**src/rtl/alu_bist_pkg.sv**
```systemverilog
// Shared types, edge-sweep constants and the ALU golden model for the ALU self-test controller.
package alu_bist_pkg;

  typedef enum logic [1:0] {
    OP_ADD   = 2'd0,
    OP_SUB   = 2'd1,
    OP_INV_A = 2'd2,
    OP_ROR_B = 2'd3
  } alu_op_e;

  typedef enum logic [2:0] {
    ST_IDLE,
    ST_EDGE,
    ST_RAND,
    ST_DRAIN,
    ST_DONE
  } bist_state_e;

  localparam int NUM_EDGE_VEC = 36;
  localparam logic [3:0] EDGE_VALS [3] = '{4'b0000, 4'b1000, 4'b0111};

  // 5-bit signed result the ALU must produce for one vector
  function automatic logic [4:0] alu_golden(input logic [1:0] op, input logic [3:0] a,
                                            input logic [3:0] b);
    logic [4:0] sa;
    logic [4:0] sb;
    sa = {a[3], a};
    sb = {b[3], b};
    case (alu_op_e'(op))
      OP_ADD:   alu_golden = sa + sb;
      OP_SUB:   alu_golden = sa - sb;
      OP_INV_A: alu_golden = {1'b0, ~a};
      default:  alu_golden = {4'b0000, |b};
    endcase
  endfunction

endpackage

```
**src/rtl/alu_bist_lfsr16.sv**
```systemverilog
// 16-bit Galois LFSR (x^16+x^14+x^13+x^11+1) with synchronous seed load and advance enable.
module alu_bist_lfsr16 #(
  parameter logic [15:0] SEED = 16'hACE1
) (
  input  logic        clk,
  input  logic        reset,
  input  logic        load,
  input  logic        adv,
  output logic [15:0] state
);

  always_ff @(posedge clk or posedge reset) begin
    if (reset)
      state <= SEED;
    else if (load)
      state <= SEED;
    else if (adv)
      state <= {1'b0, state[15:1]} ^ (state[0] ? 16'hB400 : 16'h0000);
  end

endmodule

```
**src/rtl/alu_bist_ctrl.sv**
```systemverilog
// Self-test initiator for the 4-bit ALU: edge sweep then LFSR vectors, compared ALU_LATENCY+1 edges later.
// Optional first-mismatch capture ports are built when BIST_FAIL_LOG_EN is defined.
module alu_bist_ctrl
  import alu_bist_pkg::*;
#(
  parameter int          NUM_RAND    = 50,
  parameter int          ALU_LATENCY = 1,
  parameter logic [15:0] LFSR_SEED   = 16'hACE1,
  parameter int          ERR_W       = 8
) (
  input  logic             clk,
  input  logic             reset,
  input  logic             start,
  output logic [1:0]       alu_opcode,
  output logic [3:0]       alu_a,
  output logic [3:0]       alu_b,
  output logic             alu_vld,
  input  logic [4:0]       alu_c,
  output logic             busy,
  output logic             done,
  output logic             pass,
  output logic [ERR_W-1:0] err_count
`ifdef BIST_FAIL_LOG_EN
  ,
  output logic             fail_vld,
  output logic [1:0]       fail_opcode,
  output logic [3:0]       fail_a,
  output logic [3:0]       fail_b,
  output logic [4:0]       fail_got,
  output logic [4:0]       fail_exp
`endif
);

  localparam logic [15:0] SEED_EFF = (LFSR_SEED == 16'h0000) ? 16'h0001 : LFSR_SEED;

  bist_state_e      state;
  logic [5:0]       idx;
  logic [9:0]       rcnt;
  logic [ALU_LATENCY:0] pipe_vld;
  logic [4:0]       pipe_exp [ALU_LATENCY+1];

  logic             start_run, ld, use_rand, mismatch, pending;
  logic [5:0]       edge_idx;
  logic [1:0]       ai, bi;
  logic [1:0]       nxt_op;
  logic [3:0]       nxt_a, nxt_b;
  logic [ERR_W-1:0] err_nxt;
  logic [15:0]      lfsr_q;
  logic [5:0]       lfsr_unused;

  assign lfsr_unused = lfsr_q[15:10];

  alu_bist_lfsr16 #(.SEED(SEED_EFF)) u_lfsr (
    .clk   (clk),
    .reset (reset),
    .load  (start_run),
    .adv   (use_rand),
    .state (lfsr_q)
  );

  // Next vector: edge index decomposes as opcode*9 + a_idx*3 + b_idx
  always_comb begin
    start_run = start && (state == ST_IDLE || state == ST_DONE);
    ld        = 1'b0;
    use_rand  = 1'b0;
    edge_idx  = '0;
    if (start_run) begin
      ld = 1'b1;
    end else if (state == ST_EDGE) begin
      ld = 1'b1;
      if (idx == 6'(NUM_EDGE_VEC - 1))
        use_rand = 1'b1;
      else
        edge_idx = idx + 6'd1;
    end else if (state == ST_RAND && rcnt != 10'(NUM_RAND - 1)) begin
      ld       = 1'b1;
      use_rand = 1'b1;
    end
    ai = 2'((edge_idx % 6'd9) / 6'd3);
    bi = 2'(edge_idx % 6'd3);
    if (use_rand) begin
      {nxt_a, nxt_b, nxt_op} = lfsr_q[9:0];
    end else begin
      nxt_op = 2'(edge_idx / 6'd9);
      nxt_a  = EDGE_VALS[ai];
      nxt_b  = EDGE_VALS[bi];
    end
  end

  // The compare at this edge also counts toward pass when the run finishes on it
  always_comb begin
    mismatch = pipe_vld[ALU_LATENCY] && (alu_c !== pipe_exp[ALU_LATENCY]);
    pending  = |pipe_vld[ALU_LATENCY-1:0];
    if (start_run)
      err_nxt = '0;
    else if (mismatch && err_count != '1)
      err_nxt = err_count + ERR_W'(1);
    else
      err_nxt = err_count;
  end

  always_ff @(posedge clk or posedge reset) begin
    if (reset) begin
      state      <= ST_IDLE;
      idx        <= '0;
      rcnt       <= '0;
      pipe_vld   <= '0;
      for (int k = 0; k <= ALU_LATENCY; k++) pipe_exp[k] <= '0;
      alu_opcode <= '0;
      alu_a      <= '0;
      alu_b      <= '0;
      alu_vld    <= 1'b0;
      busy       <= 1'b0;
      done       <= 1'b0;
      pass       <= 1'b0;
      err_count  <= '0;
    end else begin
      pipe_vld    <= {pipe_vld[ALU_LATENCY-1:0], ld};
      pipe_exp[0] <= alu_golden(nxt_op, nxt_a, nxt_b);
      for (int k = 1; k <= ALU_LATENCY; k++) pipe_exp[k] <= pipe_exp[k-1];
      err_count <= err_nxt;
      if (ld) begin
        alu_opcode <= nxt_op;
        alu_a      <= nxt_a;
        alu_b      <= nxt_b;
      end
      case (state)
        ST_IDLE, ST_DONE: begin
          if (start) begin
            state   <= ST_EDGE;
            idx     <= '0;
            busy    <= 1'b1;
            alu_vld <= 1'b1;
            done    <= 1'b0;
            pass    <= 1'b0;
          end
        end
        ST_EDGE: begin
          if (idx == 6'(NUM_EDGE_VEC - 1)) begin
            state <= ST_RAND;
            rcnt  <= '0;
          end else begin
            idx <= idx + 6'd1;
          end
        end
        ST_RAND: begin
          if (rcnt == 10'(NUM_RAND - 1)) begin
            state   <= ST_DRAIN;
            alu_vld <= 1'b0;
          end else begin
            rcnt <= rcnt + 10'd1;
          end
        end
        ST_DRAIN: begin
          if (!pending) begin
            state <= ST_DONE;
            busy  <= 1'b0;
            done  <= 1'b1;
            pass  <= (err_nxt == '0);
          end
        end
        default: state <= ST_IDLE;
      endcase
    end
  end

`ifdef BIST_FAIL_LOG_EN
  logic [9:0] pipe_vec [ALU_LATENCY+1];

  always_ff @(posedge clk or posedge reset) begin
    if (reset) begin
      for (int k = 0; k <= ALU_LATENCY; k++) pipe_vec[k] <= '0;
      fail_vld    <= 1'b0;
      fail_opcode <= '0;
      fail_a      <= '0;
      fail_b      <= '0;
      fail_got    <= '0;
      fail_exp    <= '0;
    end else begin
      pipe_vec[0] <= {nxt_op, nxt_a, nxt_b};
      for (int k = 1; k <= ALU_LATENCY; k++) pipe_vec[k] <= pipe_vec[k-1];
      if (start_run) begin
        fail_vld    <= 1'b0;
        fail_opcode <= '0;
        fail_a      <= '0;
        fail_b      <= '0;
        fail_got    <= '0;
        fail_exp    <= '0;
      end else if (mismatch && !fail_vld) begin
        fail_vld                        <= 1'b1;
        {fail_opcode, fail_a, fail_b}   <= pipe_vec[ALU_LATENCY];
        fail_got                        <= alu_c;
        fail_exp                        <= pipe_exp[ALU_LATENCY];
      end
    end
  end
`endif

endmodule

```
**config.mk**
```make
export PLATFORM = sky130hd
export DESIGN_NAME = alu_bist_ctrl
export DESIGN_NICKNAME = d
export VERILOG_FILES = /design/src/rtl/alu_bist_pkg.sv /design/src/rtl/alu_bist_lfsr16.sv /design/src/rtl/alu_bist_ctrl.sv
export SDC_FILE = /design/constraint.sdc
export NUM_CORES = 1
export LEC_CHECK = 0
export CORE_MARGIN = 2
export CORE_UTILIZATION = 25
export CTS_CLUSTER_DIAMETER = 200
export DETAILED_ROUTE_END_ITERATION = 8
export GPL_TIMING_DRIVEN = 0
export MAX_ROUTING_LAYER = met4
export PLACE_DENSITY = 0.38
export SKIP_CTS_REPAIR_TIMING = 1
export SYNTH_ARGS = -nofsm -noshare
export SYNTH_HDL_FRONTEND = slang
export SYNTH_HIERARCHICAL = 1
export SYNTH_SLANG_ARGS = --single-unit
```
**constraint.sdc**
```tcl
create_clock -name clk -period 10.7 [get_ports clk]
set_clock_uncertainty 0.15 [all_clocks]
set_input_delay 2.14 -clock clk [delete_from_list [all_inputs] [get_ports clk]]
set_output_delay 2.14 -clock clk [all_outputs]
set_load 0.03 [all_outputs]
```
==> results of run 1 <==
==> metal layers <==
layer / wire length, um / vias to the layer above
met5: 0 / -
met4: 112 / 0
met3: 375 / 10
met2: 6070 / 63
met1: 6890 / 2088
li1: - / 2162
==> metrics by stage <==
| stage | hold WS [ns] | instances | instance area [sq um] | worst slack (ns) |
|---|---|---|---|---|
| final | 0.201 | 887 | 6010 | 1.34 |
| after global routing | 0.216 | 887 | 6010 | 0.439 |
| after CTS | 0.205 | 887 | 6010 | 1.28 |
| after detailed placement | 0.192 | 871 | 5710 | 1.36 |
| after global placement | 0.189 | 870 | 5690 | 1.27 |
| after floorplan | 0.181 | 571 | 5060 | 2.89 |
==> worst max-delay path: cells and delay by family (launching register included) <==
kind	cells	cell delay (ns)
AOI/OAI and AO/OA	13	2.02
xor gates and xnor gates	1	0.28
adders and majority gates	7	1.86
buffers and inverters	3	0.67
DFF	1	0.45
muxes	1	0.14
and+or+nand+nor	20	3.61
==> state kept, by name, indices dropped and copies added (netlist names) <==
name	cells
idx	6
err_count	8
pass	1
alu_b	4
done	1
alu_a	4
alu_vld	1
rcnt	10
u_lfsr/state	16
alu_opcode	2
state	3
pipe_vld	2
busy	1
pipe_exp	10
==> cells in the final DEF (no fill, tap or decap), types with 7 or more instances in the layout <==
master           instances
ha_1                    22
dfrtp_1                 61
nor2_1                  49
inv_1                   19
nor3_1                  12
nand3_1                 15
clkdlybuf4s50_1         29
or3_1                   12
nand2b_1                 9
o21ai_0                 31
xnor2_1                 14
a21oi_1                 37
clkbuf_1                 9
a211o_1                  7
mux2i_1                 14
nand4_1                 10
nand2_1                 69
xor2_1                  18
clkbuf_16                9
dfstp_2                  8
a21o_1                   7
==> cell usage after synthesis, drive strengths merged, types with 14 or more instances <==
library cell / number
dfrtp: 61
nor2: 51
nand3: 15
inv: 21
xor2: 18
xnor2: 14
a21oi: 40
ha: 22
o21ai: 35
nand2: 71
mux2i: 14
==> power by group <==
part	internal (mW)	switching [mW]	leakage (nW)
clock	0.187	0.115	0.146
sequential	0.326	0.0352	0.887
combinational	0.497	0.713	1.51
==> logic make-up after synthesis <==
| logic type | after synthesis | synth area share |
|---|---|---|
| compound gates | 155 | 0.224 |
| xor+xnor | 32 | 0.0554 |
| fa+ha+maj | 23 | 0.0584 |
| buf+inv | 46 | 0.0438 |
| flops | 69 | 0.343 |
| mux | 20 | 0.0425 |
| simple gates | 226 | 0.232 |
==> worst max path at each step <==
stage,cells after the start,start,endpoint,slack (ns)
CTS,45,idx[1]$_DFFE_PP0P_,pipe_exp[9]$_DFF_PP0_,1.28
floorplan,45,idx[1]$_DFFE_PP0P_,pipe_exp[9]$_DFF_PP0_,2.89
global placement,44,state[1]$_DFFE_PP0P_,pipe_exp[9]$_DFF_PP0_,1.27
detailed placement,45,idx[1]$_DFFE_PP0P_,pipe_exp[9]$_DFF_PP0_,1.36
global route,44,state[1]$_DFFE_PP0P_,pipe_exp[9]$_DFF_PP0_,0.44
finish,45,idx[1]$_DFFE_PP0P_,pipe_exp[9]$_DFF_PP0_,1.34
==> final cells by class <==
cell class | instances | area [sq um] | area share
Buffer | 21 | 125 | 0.0208
Clock buffer | 11 | 243 | 0.0404
Clock inverter | 5 | 60.1 | 0.00999
Inverter | 25 | 96.3 | 0.0160
Multi-Input combinational cell | 456 | 3100 | 0.516
Sequential cell | 69 | 1740 | 0.289
Tap cell | 270 | 338 | 0.0562
Timing Repair Buffer | 30 | 310 | 0.0516
==> results_dict.tcl, run 1 <==
set metrics [dict create \
    p_leak_nw 2.55 \
    required_ns 10.77 \
    initial_utilization 0.252 \
    wl_um 13500 \
    final_nets 643 \
    end_kind "register" \
    synth_top_area_frac 0.302 \
    drt_iter0_markers 232 \
    grt_max_degree 32 \
    fp.dieW_um 146 \
    synth_warnings 6 \
    grt_pass1_wl_um 22700 \
    slowest_delay_ns 0.45 \
    gp_congestion 0.822 \
    hold_class "reg -> reg" \
    synth_cell_types 93 \
    dr.pass1.iters 5 \
    setup_tns_ns 0 \
    dieArea_sq_mm 0.0214 \
    post-route-util 0.300 \
    power_mw 1.87 \
    coreArea_sq_mm 0.0200 \
    critical_path_class "reg -> reg" \
    min_delay_path_depth 0 \
    yosys.area.top_type "dfrtp_1" \
    hpwl_um 10300 \
    grt_util_met2 0.207 \
    min_from "pipe_exp[6]$_DFF_PP0_" \
    drc 0 \
    p_per_area_mw_per_mm2 312 \
    clockBufferDepth 2 \
    finalCritPeriodShare 0.875 \
    hold_violations 0 \
    nFillCells 2155 \
    gr-total-overflow 0 \
    synth_edf_count 0 \
    synthTopCellsByArea "dfrtp_1 30%, ha_1 5.4%, nand2_1 5.1%, dfstp_2 4.2%, a21oi_1 3.7%" \
    ys_ff_latch 69 \
    use_met1 0.187 \
    port_buffers 29 \
    critPathMostFrequentCell "ha_1" \
    cts_buffers 9 \
    min_to "pipe_exp[1]$_DFF_PP0_" \
    crit_arrival_ns 9.43 \
    reg2reg_slack_ns 1.34 \
    antenna_found_initial 0 \
    relSlewSlack 0.423 \
    cts-root-buf "clkbuf_16" \
    async_flop_share 1.00 \
    wire_per_inst_um 15.2 \
    outcome "finished, final reports clean" \
    cts_tree "done" \
    num_rows 52 \
    track_usage 0.135 \
    drv_cap 0 \
    synth_area_sq_mm 0.00506 \
    layout-drive-gt1-share 0.138 \
    die_h_um 146 \
    drv_slew 0 \
    synth_flop_cell "dfrtp_1" \
    antenna_left 0 \
    grtUsageMet3 0.0272 \
    rr_worst_depth 45 \
    syn_inst 571 \
    clkLatencyLatePin_ns 0.34 \
    clock.fmax_mhz 107 \
    avgViaCountPerCell 4.87 \
    reg2reg_to "pipe_exp[9]$_DFF_PP0_" \
    cts_sinks 69 \
    reg2reg_from "idx[1]$_DFFE_PP0P_" \
    peakVddDrop_uv 110 \
    worstSetupStartpointType "register" \
    synth_area_per_cell_sq_um 8.86 \
    antenna_cells 0 \
    htreeDepth 3 \
    io_pins 30 \
    path_max_fanout 10 \
    cp_slowest_cell "dfrtp_1" \
    tightest_slew_ns 0.854 \
    grt_pass1_vias 4290 \
    rsz0062_at_grt "false" \
    yosysSeqAreaShare 0.343 \
    vias 4323 \
    min_period_ns 9.36 \
    syn_nets 602 \
    syn2layout_area_growth_pct 18.8 \
    setup_viol 0 \
    grt-busiest-layer "met2" \
    path_clk_slew_ns 0.06 \
]
Power figures use the tool's default switching activity.
==> run 2: changes to the inputs <==
- SETUP_SLACK_MARGIN: unset -> 0.5
==> results_dict.tcl, run 2 (same netlist as run 1, synthesis figures left out) <==
set metrics [dict create \
    grtUsageMet3 0.0272 \
    hold_class "reg -> reg" \
    tightest_slew_ns 0.854 \
    hold_violations 0 \
    use_met1 0.187 \
    track_usage 0.135 \
    critical_path_class "reg -> reg" \
    rsz0062_at_grt "false" \
    grt_max_degree 32 \
    layout-drive-gt1-share 0.139 \
    post-route-util 0.300 \
    io_pins 30 \
    grt_pass1_wl_um 22700 \
    finalCritPeriodShare 0.864 \
    min_delay_path_depth 0 \
    reg_top3 "u_lfsr/state: 16 flops, pipe_exp: 10 flops, rcnt: 10 flops" \
    drv_slew 0 \
    final_cell_mix "69 x nand2_1, 61 x dfrtp_1, 49 x nor2_1, 37 x a21oi_1, 31 x o21ai_0" \
    critPathMostFrequentCell "ha_1" \
    p_per_area_mw_per_mm2 312 \
    coreArea_sq_mm 0.0200 \
    antenna_cells 0 \
    clkLatencyLatePin_ns 0.34 \
    drt_iter0_markers 228 \
    reg2reg_slack_ns 1.45 \
    avgViaCountPerCell 4.88 \
    wire_per_inst_um 15.2 \
    gr-total-overflow 0 \
    drv_cap 0 \
    path_clk_slew_ns 0.06 \
    nFillCells 2154 \
    grt-busiest-layer "met2" \
    cp_slowest_cell "dfrtp_1" \
    htreeDepth 3 \
    min_period_ns 9.25 \
    dr.pass1.iters 5 \
    cts_tree "done" \
    num_rows 52 \
    required_ns 10.77 \
    gp_congestion 0.822 \
    max_flop_register "u_lfsr/state" \
    relSlewSlack 0.423 \
    antenna_found_initial 0 \
    antenna_left 0 \
    setup_tns_ns 0 \
    rr_worst_depth 38 \
    crit_arrival_ns 9.32 \
    port_buffers 29 \
    drc 0 \
    end_kind "register" \
    peakVddDrop_uv 110 \
    p_leak_nw 2.55 \
    cts-root-buf "clkbuf_16" \
    fp.dieW_um 146 \
    path_max_fanout 8 \
    final_nets 643 \
    grt_util_met2 0.207 \
    die_h_um 146 \
    cts_sinks 69 \
    syn2layout_area_growth_pct 18.8 \
    initial_utilization 0.252 \
    grt_pass1_vias 4290 \
    largest_register_ffs 16 \
    dieArea_sq_mm 0.0214 \
    wl_um 13500 \
    setup_viol 0 \
    cts_buffers 9 \
    outcome "finished, final reports clean" \
    clockBufferDepth 2 \
    vias 4330 \
    clock.fmax_mhz 108 \
    worstSetupStartpointType "register" \
    slowest_delay_ns 0.45 \
    mostFrequentLayoutCell "nand2_1" \
    hpwl_um 10300 \
]
==> run 2: cell types whose count changed in the layout (fill, tap and decap cells not counted) <==
cell	previous run	this run
clkbuf_1	9	8
clkbuf_2	0	1
==> run 2: routing by layer <==
metal	share of wire	up-vias
li1	-	2162
met1	0.51	2095
met2	0.45	63
met3	0.028	10
met4	0.0083	0
met5	0	-
==> run 2: worst paths after layout <==
| path | startpoint | to |
|---|---|---|
| worst min-delay path | pipe_exp[6]$_DFF_PP0_ | pipe_exp[1]$_DFF_PP0_ |
| max in group asynchronous | reset | err_count[4]$_DFF_PP0_ |
| worst min register to register | pipe_exp[6]$_DFF_PP0_ | pipe_exp[1]$_DFF_PP0_ |
| min in group asynchronous | reset | alu_a[0]$_DFFE_PP0P_ |
| worst max-delay path | idx[1]$_DFFE_PP0P_ | pipe_exp[9]$_DFF_PP0_ |
| worst max register to register | idx[1]$_DFFE_PP0P_ | pipe_exp[9]$_DFF_PP0_ |
==> run 2: final cells by class <==
| cell class | count | area [sq um] | share of cell area |
|---|---|---|---|
| timing repair buffer | 30 | 310 | 0.0516 |
| tap | 270 | 338 | 0.0562 |
| inverter | 25 | 96.3 | 0.0160 |
| sequential | 69 | 1740 | 0.289 |
| buffer | 21 | 126 | 0.0210 |
| clock inverter | 5 | 60.1 | 0.00999 |
| clock buffer | 11 | 243 | 0.0404 |
| multi-input combinational | 456 | 3100 | 0.516 |
==> run 2: through the flow <==
stage          total power, mW  cell area [sq um]  setup WS [ns]  hold WS [ns]  std cells
2_1_floorplan             1.27               5060           2.89         0.181        571
3_3_place_gp              1.58               5690           1.27         0.189        870
3_5_place_dp              1.58               5710           1.36         0.192        871
4_1_cts                   1.90               6010           1.28         0.205        887
5_1_grt                   2.07               6010          0.558         0.216        887
6_report                  1.87               6010           1.45         0.201        887
==> run 2: worst max-delay path: cells and delay by family (launching register included) <==
kind | cells | cell delay, ns
AO/OA/AOI/OAI | 11 | 2.42
XOR/XNOR | 1 | 0.17
adder cells (fa/ha/maj) | 7 | 1.88
buffers and inverters | 5 | 0.58
flip-flops | 1 | 0.45
multiplexers | 2 | 0.54
AND/OR/NAND/NOR | 12 | 2.92
==> run 2: where the power goes <==
| group | total, mW | internal, mW | switching, mW |
|---|---|---|---|
| sequential | 0.361 | 0.326 | 0.0352 |
| clock | 0.302 | 0.187 | 0.115 |
| combinational | 1.21 | 0.497 | 0.713 |
